`src/rtl/receptor_morse.sv`:
```
// receptor_morse: receive side of the Morse link.
//   Samples the keyed line, measures mark/space durations in unit ticks and
//   classifies each mark as a dot or a dash. It then assembles characters of
//   1 to 5 elements and flags word gaps and malformed characters.
// Ports:
//   clk      - system clock, all state on the rising edge
//   rst_n    - asynchronous reset, active low
//   tick     - one-clk pulse per Morse time unit
//   linea    - keyed line (1 = mark), asynchronous to clk
//   codigo   - element pattern, bit i = element i (0 dot, 1 dash)
//   longitud - element count (1..5) of codigo
//   valido   - one-clk pulse: codigo/longitud updated
//   espacio  - one-clk pulse: word gap detected
//   error    - one-clk pulse: character discarded
module receptor_morse #(
    parameter int unsigned CNT_W           = 4,
    parameter int unsigned UMBRAL_RAYA     = 2,
    parameter int unsigned UMBRAL_CARACTER = 2,
    parameter int unsigned UMBRAL_PALABRA  = 5,
    parameter int unsigned MAX_MARCA       = 6
) (
    input  logic       clk,
    input  logic       rst_n,
    input  logic       tick,
    input  logic       linea,
    output logic [4:0] codigo,
    output logic [2:0] longitud,
    output logic       valido,
    output logic       espacio,
    output logic       error
);

    localparam logic [CNT_W-1:0] RAYA     = CNT_W'(UMBRAL_RAYA);
    localparam logic [CNT_W-1:0] CARACTER = CNT_W'(UMBRAL_CARACTER);
    localparam logic [CNT_W-1:0] PALABRA  = CNT_W'(UMBRAL_PALABRA);
    localparam logic [CNT_W-1:0] MAXM     = CNT_W'(MAX_MARCA);

    typedef enum logic [2:0] {
        REPOSO,
        MARCA,
        PAUSA,
        HUECO,
        ESPERA_BAJO
    } state_t;

    state_t           state;
    logic             s1, s2, s3;
    logic [CNT_W-1:0] cnt;
    logic [4:0]       sr;
    logic [2:0]       count;
    logic             ovf;

    logic             rise, fall;
    logic [CNT_W-1:0] cnt_inc, cnt_next;

    assign rise     = s2 & ~s3;
    assign fall     = ~s2 & s3;
    assign cnt_inc  = (cnt == '1) ? cnt : cnt + 1'b1;
    assign cnt_next = tick ? cnt_inc : cnt;

    always_ff @(posedge clk or negedge rst_n) begin
        if (!rst_n) begin
            s1       <= 1'b0;
            s2       <= 1'b0;
            s3       <= 1'b0;
            state    <= REPOSO;
            cnt      <= '0;
            sr       <= '0;
            count    <= '0;
            ovf      <= 1'b0;
            codigo   <= '0;
            longitud <= '0;
            valido   <= 1'b0;
            espacio  <= 1'b0;
            error    <= 1'b0;
        end else begin
            s1      <= linea;
            s2      <= s1;
            s3      <= s2;
            valido  <= 1'b0;
            espacio <= 1'b0;
            error   <= 1'b0;
            cnt     <= cnt_next;

            case (state)
                REPOSO: begin
                    if (rise) begin
                        state <= MARCA;
                        cnt   <= '0;
                        sr    <= '0;
                        count <= '0;
                        ovf   <= 1'b0;
                    end
                end

                MARCA: begin
                    if (fall) begin
                        cnt <= '0;
                        if (cnt == '0) begin
                            // Mark shorter than one tick: treat as noise.
                            state <= (count != '0) ? PAUSA : REPOSO;
                        end else begin
                            if (count < 3'd5) begin
                                for (int unsigned i = 0; i < 5; i++) begin
                                    if (3'(i) == count) sr[i] <= (cnt >= RAYA);
                                end
                                count <= count + 3'd1;
                            end else begin
                                ovf <= 1'b1;
                            end
                            state <= PAUSA;
                        end
                    end else if (cnt > MAXM) begin
                        error <= 1'b1;
                        state <= ESPERA_BAJO;
                        cnt   <= '0;
                    end
                end

                PAUSA: begin
                    if (tick && cnt_inc == CARACTER) begin
                        if (ovf) begin
                            error <= 1'b1;
                        end else begin
                            valido   <= 1'b1;
                            codigo   <= sr;
                            longitud <= count;
                        end
                        // A mark starting on the closing tick begins a new character.
                        if (rise) begin
                            state <= MARCA;
                            cnt   <= '0;
                            sr    <= '0;
                            count <= '0;
                            ovf   <= 1'b0;
                        end else begin
                            state <= HUECO;
                        end
                    end else if (rise) begin
                        state <= MARCA;
                        cnt   <= '0;
                    end
                end

                HUECO: begin
                    if (rise) begin
                        state <= MARCA;
                        cnt   <= '0;
                        sr    <= '0;
                        count <= '0;
                        ovf   <= 1'b0;
                    end else if (tick && cnt_inc == PALABRA) begin
                        espacio <= 1'b1;
                        state   <= REPOSO;
                        cnt     <= '0;
                    end
                end

                ESPERA_BAJO: begin
                    if (!s2) begin
                        state <= REPOSO;
                        cnt   <= '0;
                    end
                end

                default: begin
                    state <= REPOSO;
                    cnt   <= '0;
                end
            endcase
        end
    end

endmodule

```
`config.mk`:
```
export PLATFORM = sky130hd
export DESIGN_NAME = receptor_morse
export DESIGN_NICKNAME = d
export VERILOG_FILES = /design/src/rtl/receptor_morse.sv
export SDC_FILE = /design/constraint.sdc
export NUM_CORES = 1
export LEC_CHECK = 0
export ABC_AREA = 1
export CORE_ASPECT_RATIO = 0.7
export CORE_MARGIN = 2
export CORE_UTILIZATION = 45
export CTS_BUF_LIST = sky130_fd_sc_hd__clkbuf_2
export CTS_CLUSTER_DIAMETER = 200
export DETAILED_ROUTE_END_ITERATION = 8
export GPL_ROUTABILITY_DRIVEN = 0
export HOLD_SLACK_MARGIN = 0.06
export PLACE_DENSITY = 0.67
export SYNTH_ARGS = -nofsm -noshare
export SYNTH_HDL_FRONTEND = slang
export SYNTH_SLANG_ARGS = --single-unit
export TNS_END_PERCENT = 10
```
`constraint.sdc`:
```
create_clock -name clk -period 2.3 [get_ports clk]
set_clock_uncertainty 0.05 [all_clocks]
set_input_delay 0.345 -clock clk [delete_from_list [all_inputs] [get_ports clk]]
set_output_delay 0.345 -clock clk [all_outputs]
set_load 0.01 [all_outputs]
```
==> impl_metrics.toml <==
[global_route]
track_usage_pct = 16.35
grt.overflow.total = 0
grt_max_degree = 31
number_of_global_route_vias_before_repair = 1102
grt_pass1_wl_um = 5230
antenna_violations_before_repair = 0

[cts]
clock_tree.root_cell = "sky130_fd_sc_hd__clkbuf_2"
cts.repair.resized = 0
cts_num_sinks = 30
hold_buffers = 0
clk_pin_slew_ps = 170
tritoncts = "done"
postCtsSetupBuffers = 0
cts_max_level = 2
cts_inserted_buffers = 5
clock_insertion_delay_worst_skew_ps = 360
clock_tree_buf_depth = 2

[yosys]
synth_register_bits = 30
synth_nets = 211
synth_warnings = 0
synth.lib_cells_used.distinct = 29
mean_syn_cell_area_um2 = 8.549
synthDominantCellAreaShare_pct = 44.58
number_of_instances_in_the_synthesized_netlist = 197
synth_area_leader_cell = "sky130_fd_sc_hd__dfrtp_1"
synth.cell_area_mm2 = 0.001684
synth.yosys.seq_area_share_pct = 44.58
synthTopCellsByArea = "sky130_fd_sc_hd__dfrtp_1 45%, sky130_fd_sc_hd__nand2_1 12%, sky130_fd_sc_hd__ha_1 7.4%"

[flow_run]
drv_cap = 0

[drt]
avgRoutedWirePerCell_um = 11.08
highest_metal_used = "met4"
drtPass1Iterations = 4
detail_route.wirelength_um = 2958
m1_wire_length_um = 1720
via_per_inst = 4.727
post-route-drc-count = 0
met3WireLength_um = 134
drtIter0Drc = 48
antenna_left = 0
vias = 1262
total_met2_wirelength_after_detailed_routing_um = 1071

[power]
p_leak_nw = 0.9261
power.ir.vdd_worst_uv = 554.5
power_density_mw_per_mm2 = 1125

[floorplan]
core-area_mm2 = 0.003558
design.die.area_mm2 = 0.004256
ioPinCount = 15
die_height_um = 55.19
start_util_pct = 47.33
floorplan.die.width_um = 77.12
std_cell_rows = 18

[layout]
fin_util_pct = 53.45
layout.cells.most_common = "sky130_fd_sc_hd__nand2_1"
area_delta_synth_final_pct = 12.93
final_cell_mix = "55 x sky130_fd_sc_hd__nand2_1, 30 x sky130_fd_sc_hd__dfrtp_1, 21 x sky130_fd_sc_hd__inv_1, 14 x sky130_fd_sc_hd__clkdlybuf4s50_1, 13 x sky130_fd_sc_hd__nand3_1"
num_antenna_cells = 0
layout.cell_area.non_filler_mm2 = 0.001902
layout-drive-gt1-share_pct = 13.82
final_nets = 230
number_of_filler_cells_placed_in_the_layout = 365

[timing]
maxClockFrequency_mhz = 542.4
timing.max_slew.rel_slack_pct = 72.76
grt_setup_unrepaired = "false"
timing.hold.ws_ps = 280.5
report.final.hold_viol_count = 0
slew_viol_final = 0
final.setup.tns_ps = 0
finalSetupViolations = 0
post-route-min-period_ps = 1844
max_slew.worst_pin.slew_ps = 408.6
min_period_over_period_pct = 80.15

[placed_design]
port_buffers = 14
place_hpwl_um = 2298
dpl_cell_area_mm2 = 0.001861

[setup_path]
r2r_setup_slack_ps = 460
timing_worst_setup_path_type = "reg2reg"
critical_path_arrival_ps = 2120
worst_path_required_time_ps = 2570
critPathLaunchType = "register"
crit_path_end_kind = "register"
crit_fanout = 12
r2r_cells = 10

[outcome]
outcome = "completed"

[hold_path]
worst_hold_path_type = "in2async"
## stage by stage
stage                     worst slack (ps)  instances  total power (W)
final                                456.5        267         0.002140
after global routing                 193.4        267         0.002366
after CTS                            412.4        267         0.002153
after detailed placement             307.8        259         0.001903
after global placement               367.5        259         0.001903
after floorplan                      652.3        197         0.001644
## synthesized netlist by cell type (all sizes together)
cell / instances
o31ai: 1
buf: 3
o221ai: 1
dfrtp: 30
nor2: 14
nand2: 63
nand3: 15
clkinv: 2
a31oi: 1
o211ai: 2
inv: 23
ha: 10
a21oi: 6
nor3: 4
o21ai: 14
xor2: 1
nand4: 7
## critical path, cell delays in order (launching register included)
cell	delay [ps]
sky130_fd_sc_hd__dfrtp_1	470
sky130_fd_sc_hd__ha_1	270
sky130_fd_sc_hd__nand3_1	110
sky130_fd_sc_hd__nand2_2	100
sky130_fd_sc_hd__nor2_2	160
sky130_fd_sc_hd__nand3_4	100
sky130_fd_sc_hd__nor2_4	100
sky130_fd_sc_hd__nand2_2	190
sky130_fd_sc_hd__inv_2	160
sky130_fd_sc_hd__nand2_1	70
sky130_fd_sc_hd__nand2_1	50
## routing by layer
metal / vias up / track usage, %
li1: 676 / -
met1: 561 / 25.41
met2: 20 / 21.01
met3: 5 / 4.383
met4: 0 / 6.250
met5: - / 0
## flip-flops by register name (all words and copies together), names as in the netlist
name	flops
valido	1
espacio	1
s3	1
codigo	5
longitud	3
error	1
state	3
ovf	1
s1	1
count	3
cnt	4
s2	1
sr	5
## final cells by class
type                            count  area [um2]  area share, %
Clock buffer                        5       25.02          1.316
Inverter                           25       95.09          5.000
Multi-Input combinational cell    139       804.5          42.30
Clock inverter                      3       16.27         0.8553
Timing Repair Buffer               15       147.6          7.763
Sequential cell                    30       750.7          39.47
Tap cell                           50       62.56          3.289
## cell families after synthesis
group | share of synthesized area [%]
adders and majority gates | 7.429
AOI/OAI and AO/OA | 8.841
buffers and inverters | 7.652
DFF | 44.58
and+or+nand+nor | 30.98
xor gates and xnor gates | 0.5202
## final timing paths
path,start,end
max,cnt[0],codigo[0]
min,rst_n,codigo[4]
max reg2reg,cnt[0],codigo[0]
min reg2reg,s1,s2
max in group asynchronous,rst_n,count[2]
min in group clk,s1,s2
## report_power, final
group	total, W	internal [W]	switching, W
clock	0.000248	0.0000693	0.000179
sequential	0.000829	0.000673	0.000156
combinational	0.00106	0.000396	0.000668
total	0.00214	0.00114	0.00100
(Power assumes the default switching activity.)
